--- src/rtl/axi_line_refill_master.sv ---
// AXI4 read-only burst master: one cache-line refill at a time, one INCR burst per line,
// returned beats gathered into a line buffer and handed back with a sticky error flag.
module axi_line_refill_master #(
    parameter int unsigned DATA_WIDTH = 32,
    parameter int unsigned ADDR_WIDTH = 16,
    parameter int unsigned ID_WIDTH   = 8,
    parameter int unsigned LINE_WORDS = 8,
    parameter int unsigned AXI_ID     = 0
) (
    input  logic                             clk,
    input  logic                             rst_n,
    input  logic                             req_valid,
    output logic                             req_ready,
    input  logic [ADDR_WIDTH-1:0]            req_addr,
    output logic                             resp_valid,
    input  logic                             resp_ready,
    output logic [DATA_WIDTH*LINE_WORDS-1:0] resp_data,
    output logic                             resp_err,
    output logic [ID_WIDTH-1:0]              m_axi_arid,
    output logic [ADDR_WIDTH-1:0]            m_axi_araddr,
    output logic [7:0]                       m_axi_arlen,
    output logic [2:0]                       m_axi_arsize,
    output logic [1:0]                       m_axi_arburst,
    output logic                             m_axi_arlock,
    output logic [3:0]                       m_axi_arcache,
    output logic [2:0]                       m_axi_arprot,
    output logic                             m_axi_arvalid,
    input  logic                             m_axi_arready,
    input  logic [ID_WIDTH-1:0]              m_axi_rid,
    input  logic [DATA_WIDTH-1:0]            m_axi_rdata,
    input  logic [1:0]                       m_axi_rresp,
    input  logic                             m_axi_rlast,
    input  logic                             m_axi_rvalid,
    output logic                             m_axi_rready
);

    localparam int unsigned LINE_W = DATA_WIDTH * LINE_WORDS;
    localparam int unsigned CNT_W  = $clog2(LINE_WORDS);
    localparam int unsigned OFF_W  = $clog2(LINE_WORDS * DATA_WIDTH / 8);
    localparam logic [ADDR_WIDTH-1:0] ALIGN_MASK =
        ~((ADDR_WIDTH'(1) << OFF_W) - ADDR_WIDTH'(1));
    localparam logic [CNT_W-1:0] LAST_CNT = CNT_W'(LINE_WORDS - 1);

    typedef enum logic [1:0] {
        S_IDLE,
        S_AR,
        S_R,
        S_RESP
    } state_e;

    state_e                  state_q, state_d;
    logic [ADDR_WIDTH-1:0]   araddr_q, araddr_d;
    logic [LINE_W-1:0]       buf_q, buf_d;
    logic                    err_q, err_d;
    logic [CNT_W-1:0]        cnt_q, cnt_d;
    logic                    req_ready_q, arvalid_q, rready_q, resp_valid_q;
    logic                    last_cnt;

    assign last_cnt = (cnt_q == LAST_CNT);

    // Next-state and datapath update
    always_comb begin
        state_d  = state_q;
        araddr_d = araddr_q;
        buf_d    = buf_q;
        err_d    = err_q;
        cnt_d    = cnt_q;
        case (state_q)
            S_IDLE: begin
                if (req_valid && req_ready_q) begin
                    araddr_d = req_addr & ALIGN_MASK;
                    buf_d    = '0;
                    err_d    = 1'b0;
                    cnt_d    = '0;
                    state_d  = S_AR;
                end
            end
            S_AR: begin
                if (m_axi_arready) begin
                    state_d = S_R;
                end
            end
            S_R: begin
                if (m_axi_rvalid) begin
                    for (int unsigned i = 0; i < LINE_WORDS; i++) begin
                        if (CNT_W'(i) == cnt_q) begin
                            buf_d[i*DATA_WIDTH +: DATA_WIDTH] = m_axi_rdata;
                        end
                    end
                    cnt_d = cnt_q + CNT_W'(1);
                    // Early or missing RLAST is a protocol error; the counted last beat always ends the burst
                    err_d = err_q | (m_axi_rresp != 2'b00) | (m_axi_rid != ID_WIDTH'(AXI_ID))
                          | (m_axi_rlast != last_cnt);
                    if (m_axi_rlast || last_cnt) begin
                        state_d = S_RESP;
                    end
                end
            end
            S_RESP: begin
                if (resp_ready) begin
                    state_d = S_IDLE;
                end
            end
            default: state_d = S_IDLE;
        endcase
    end

    always_ff @(posedge clk or negedge rst_n) begin
        if (!rst_n) begin
            state_q      <= S_IDLE;
            araddr_q     <= '0;
            buf_q        <= '0;
            err_q        <= 1'b0;
            cnt_q        <= '0;
            req_ready_q  <= 1'b1;
            arvalid_q    <= 1'b0;
            rready_q     <= 1'b0;
            resp_valid_q <= 1'b0;
        end else begin
            state_q      <= state_d;
            araddr_q     <= araddr_d;
            buf_q        <= buf_d;
            err_q        <= err_d;
            cnt_q        <= cnt_d;
            req_ready_q  <= (state_d == S_IDLE);
            arvalid_q    <= (state_d == S_AR);
            rready_q     <= (state_d == S_R);
            resp_valid_q <= (state_d == S_RESP);
        end
    end

    assign req_ready     = req_ready_q;
    assign resp_valid    = resp_valid_q;
    assign resp_data     = buf_q;
    assign resp_err      = err_q;
    assign m_axi_arvalid = arvalid_q;
    assign m_axi_rready  = rready_q;
    assign m_axi_araddr  = araddr_q;

    assign m_axi_arid    = ID_WIDTH'(AXI_ID);
    assign m_axi_arlen   = 8'(LINE_WORDS - 1);
    assign m_axi_arsize  = 3'($clog2(DATA_WIDTH / 8));
    assign m_axi_arburst = 2'b01;
    assign m_axi_arlock  = 1'b0;
    assign m_axi_arcache = 4'b0011;
    assign m_axi_arprot  = 3'b000;

endmodule

--- config.mk ---
export PLATFORM = sky130hd
export DESIGN_NAME = axi_line_refill_master
export DESIGN_NICKNAME = d
export VERILOG_FILES = /design/src/rtl/axi_line_refill_master.sv
export SDC_FILE = /design/constraint.sdc
export NUM_CORES = 1
export LEC_CHECK = 0
export BUFFER_PORTS_ARGS = -buffer_cell sky130_fd_sc_hd__buf_2
export CAP_MARGIN = 20
export CORE_UTILIZATION = 40
export DETAILED_ROUTE_END_ITERATION = 8
export GPL_TIMING_DRIVEN = 0
export PLACE_DENSITY = 0.72
export SLEW_MARGIN = 30
export SYNTH_ARGS = -nofsm -noshare
export SYNTH_HDL_FRONTEND = slang
export SYNTH_SLANG_ARGS = --single-unit
--- constraint.sdc ---
create_clock -name clk -period 2 [get_ports clk]
set_input_delay 0.2 -clock clk [delete_from_list [all_inputs] [get_ports clk]]
set_output_delay 0.2 -clock clk [all_outputs]
set_load 0.03 [all_outputs]
==> flow_metrics.tcl <==
set metrics [dict create \
    dr_wl_met2_mm 16.3 \
    synthMuxAreaShare_pct 4.27 \
    p_switching_w 0.0135 \
    synth_cell_types 43 \
    synth_seq_cells 277 \
    p_clk_share_pct 19.1 \
    die_x_um 167 \
    rsz0062_at_grt "yes" \
    crit_fanout 10 \
    grt_use_total_pct 24.0 \
    first_pass_iters 5 \
    grt_pass1_wl_mm 51.8 \
    cpMostUsedCell "ha_1" \
    critPathLaunch "cnt_q[0]" \
    yosys.area_share.adder_pct 0.802 \
    cts-buffers-inserted 29 \
    root_buffer "clkbuf_16" \
    detail-route-antenna-nets 0 \
    synth_top_family_by_area "compound AO/OA/AOI/OAI gates" \
    ir_drop_v 0.000977 \
    synth-simple-area-share_pct 3.91 \
    r2r-end "resp_data[101]" \
    place_area_um2 13200 \
    cell_internal_pwr_w 0.0161 \
    rr_worst_depth 6 \
    core_area_um2 26900 \
    final_nets 1321 \
    cap_violations 0 \
    path_cells "ha_1 -> ha_1 -> and3_2 -> o21ai_4 -> buf_2 -> a22o_1" \
    max_slew_margin_pct 62.0 \
    cpPeakStageDelay_ns 0.42 \
    synth_edf_count 0 \
    cp-start-kind "flip-flop" \
    final.setup_skew_ns 0.0104 \
    die-area_um2 28000 \
    fmax_mhz 526 \
    dp.cells 1506 \
    ios 371 \
    area_growth_pct 35.9 \
    drive_gt1_share_pct 41.2 \
    grt_remaining_overflow 0 \
    io_buffers 331 \
    power_density_nw_per_um2 2000 \
    ys_seq_area_share_pct 63.5 \
    slew_violations 0 \
    critPathKind "reg2reg" \
    num_vias 8409 \
    htree_levels 1 \
    combPwrFrac_pct 48.7 \
    whs_ns 0.0320 \
    globalplace.congestion 0.810 \
    slowest_stage "dfrtp_1" \
    wirelength_mm 33.9 \
    grt_pass1_vias 8692 \
    antenna_cells 0 \
    hold_path_class "in2reg" \
    ys_async_sr_fraction_pct 100 \
    grt_start_max_net_pins 78 \
    worst_pin_slew_ns 0.571 \
    timing.rr.start "cnt_q[0]" \
    p_leak_nw 7.42 \
    std_cell_rows 60 \
    insertion_delay_ns 0.53 \
    drtIter0Drc 644 \
    antenna_found_initial 0 \
    synth-compound-area-share_pct 20.3 \
    design_area_um2 14900 \
    synth_xor_area_share_pct 0 \
    finalHoldViolCount 0 \
    routedWlPerCell_um 21.0 \
    r2r_setup_slack_ns 0.1 \
    setup-violations-final 0 \
    worstPathRequired_ns 2.47 \
    start_util_pct 40.6 \
    syn_inst 799 \
    synth_flop_cell "dfrtp_1" \
    p_seq_share_pct 32.2 \
    p_sw_share_pct 45.7 \
    drc 0 \
    critPathCaptureType "flip-flop" \
    clock_path_buffers 3 \
    drt-vias-per-instance 5.22 \
    path_clk_slew_ns 0.06 \
    synth_area_per_cell_um2 13.7 \
    met3_wirelength_mm 1.92 \
    cts.sinks 277 \
    min_period_over_period_pct 95.1 \
    die-height_um 167 \
    highest_layer "met4" \
    endpoint "resp_data[101]" \
    syn_area_um2 10900 \
    synthesis.yosys.warnings 0 \
    outcome "complete, no violations" \
    cts_tree "yes" \
    fin_cells 1612 \
    finalSetupTns_ns 0 \
    cp_data_arrival_time_ns 2.37 \
    met1Wirelength_mm 14.9 \
    finalCriticalPeriod_ns 1.90 \
    place_hpwl_mm 23.7 \
]
-- cells in the mapped netlist, drive strengths merged, types with 2 or more instances --
cell     count  area share [%]
nand3        2           0.092
mux2        13             1.3
and3b        2            0.18
nor2         3            0.10
clkbuf      10            0.35
a211o        3            0.27
mux2i       32             2.9
inv         40             1.4
nor2b        3            0.17
a21boi       3            0.31
o221ai       2            0.27
nand2b       2            0.18
a22o        34             2.7
a21oi        3            0.24
conb         2           0.069
nand2       67             2.4
nor4         4            0.23
o2bb2ai    192              16
dfrtp      276              63
buf         83             5.4
ha           7            0.80
o21ai        4            0.22
and3         3            0.19
-- worst max-delay path: cells and delay by family (launching register included) --
family / cells / cell delay [ns]
and+or+nand+nor: 1 / 0.23
buffers and inverters: 1 / 0.30
DFF: 1 / 0.42
AOI/OAI and AO/OA: 2 / 0.45
adders and majority gates: 2 / 0.44
-- area by class of cell --
type | count | area (µm²)
plain buffers | 93 | 638
clock buffers | 39 | 843
clock inverters | 14 | 183
fillers | 2283 | 12000
inverters | 40 | 150
multi-input cells | 421 | 3380
flip-flops and latches | 277 | 6930
well taps | 341 | 427
repair buffers | 387 | 2290
-- metrics by stage --
stage	util (%)	power [W]	worst slack (ns)
after floorplan	-	0.0189	0.322
after global placement	48.8	0.0234	-4.31
after detailed placement	49.2	0.0237	-0.0867
after CTS	54.9	0.0296	0.0310
after global routing	55.3	0.0310	-0.00335
final	55.3	0.0296	0.0972
-- power groups by stage --
stage | clock network [W] | registers (W) | logic, W
finish | 0.00567 | 0.00953 | 0.0144
detailed placement | 0 | 0.00949 | 0.0142
CTS | 0.00578 | 0.00949 | 0.0144
floorplan | 0 | 0.0141 | 0.00474
global route | 0.00599 | 0.00979 | 0.0153
global placement | 0 | 0.00947 | 0.0140
-- timing repair --
action	CTS	global route
buffers inserted	0	4
hold endpoints to repair	151	0
pin swaps	0	2
cloned	0	0
endpoints found under the setup margin	50	115
gates resized for setup	2	12
hold buffers	49	0
-- layer usage --
metal / vias up / track usage (%)
met3: 52 / 4.40
met4: 0 / 7.34
met1: 4219 / 32.1
met5: - / 0
li1: 3773 / -
met2: 365 / 39.9
-- sequential cells by signal, indices dropped and copies added (netlist names) --
name and count:
cnt_q 3, resp_valid 1, req_ready 1, state_q 2, m_axi_araddr 11, m_axi_rready 1, m_axi_arvalid 1, resp_data 256
resp_err 1
-- layout by cell type (no fill, tap or decap), types with 3 or more instances in the layout --
cell,instances
buf_2,361
dfrtp_1,276
o2bb2ai_1,182
nand2_1,66
dlygate4sd3_1,49
buf_4,42
inv_1,39
a22o_1,34
conb_1,34
mux2i_1,32
clkbuf_16,29
mux2_2,13
clkbuf_1,10
o2bb2ai_2,10
buf_6,8
clkbuf_8,8
ha_1,6
clkinv_2,6
buf_8,4
nor4_1,4
bufinv_16,4
nor2b_1,3
o21ai_0,3
a21boi_4,3
a211o_2,3
buf_16,3
-- worst min-delay path by stage --
stage                  from         endpoint  cells past startpoint
2_1_floorplan         rst_n         cnt_q[0]                      0
3_3_place_gp    req_addr[5]  m_axi_araddr[5]                      2
3_5_place_dp          rst_n    resp_data[20]                      1
4_1_cts        m_axi_rid[6]         resp_err                      4
5_1_grt        m_axi_rid[6]         resp_err                      4
6_report       m_axi_rid[6]         resp_err                      4
-- logic make-up after synthesis --
logic type	Yosys count
multiplexers	45
adder cells (fa/ha/maj)	7
AND/OR/NAND/NOR	90
buffers and inverters	133
other	2
AO/OA/AOI/OAI	245
flip-flops	277
Power figures use the tool's default switching activity.
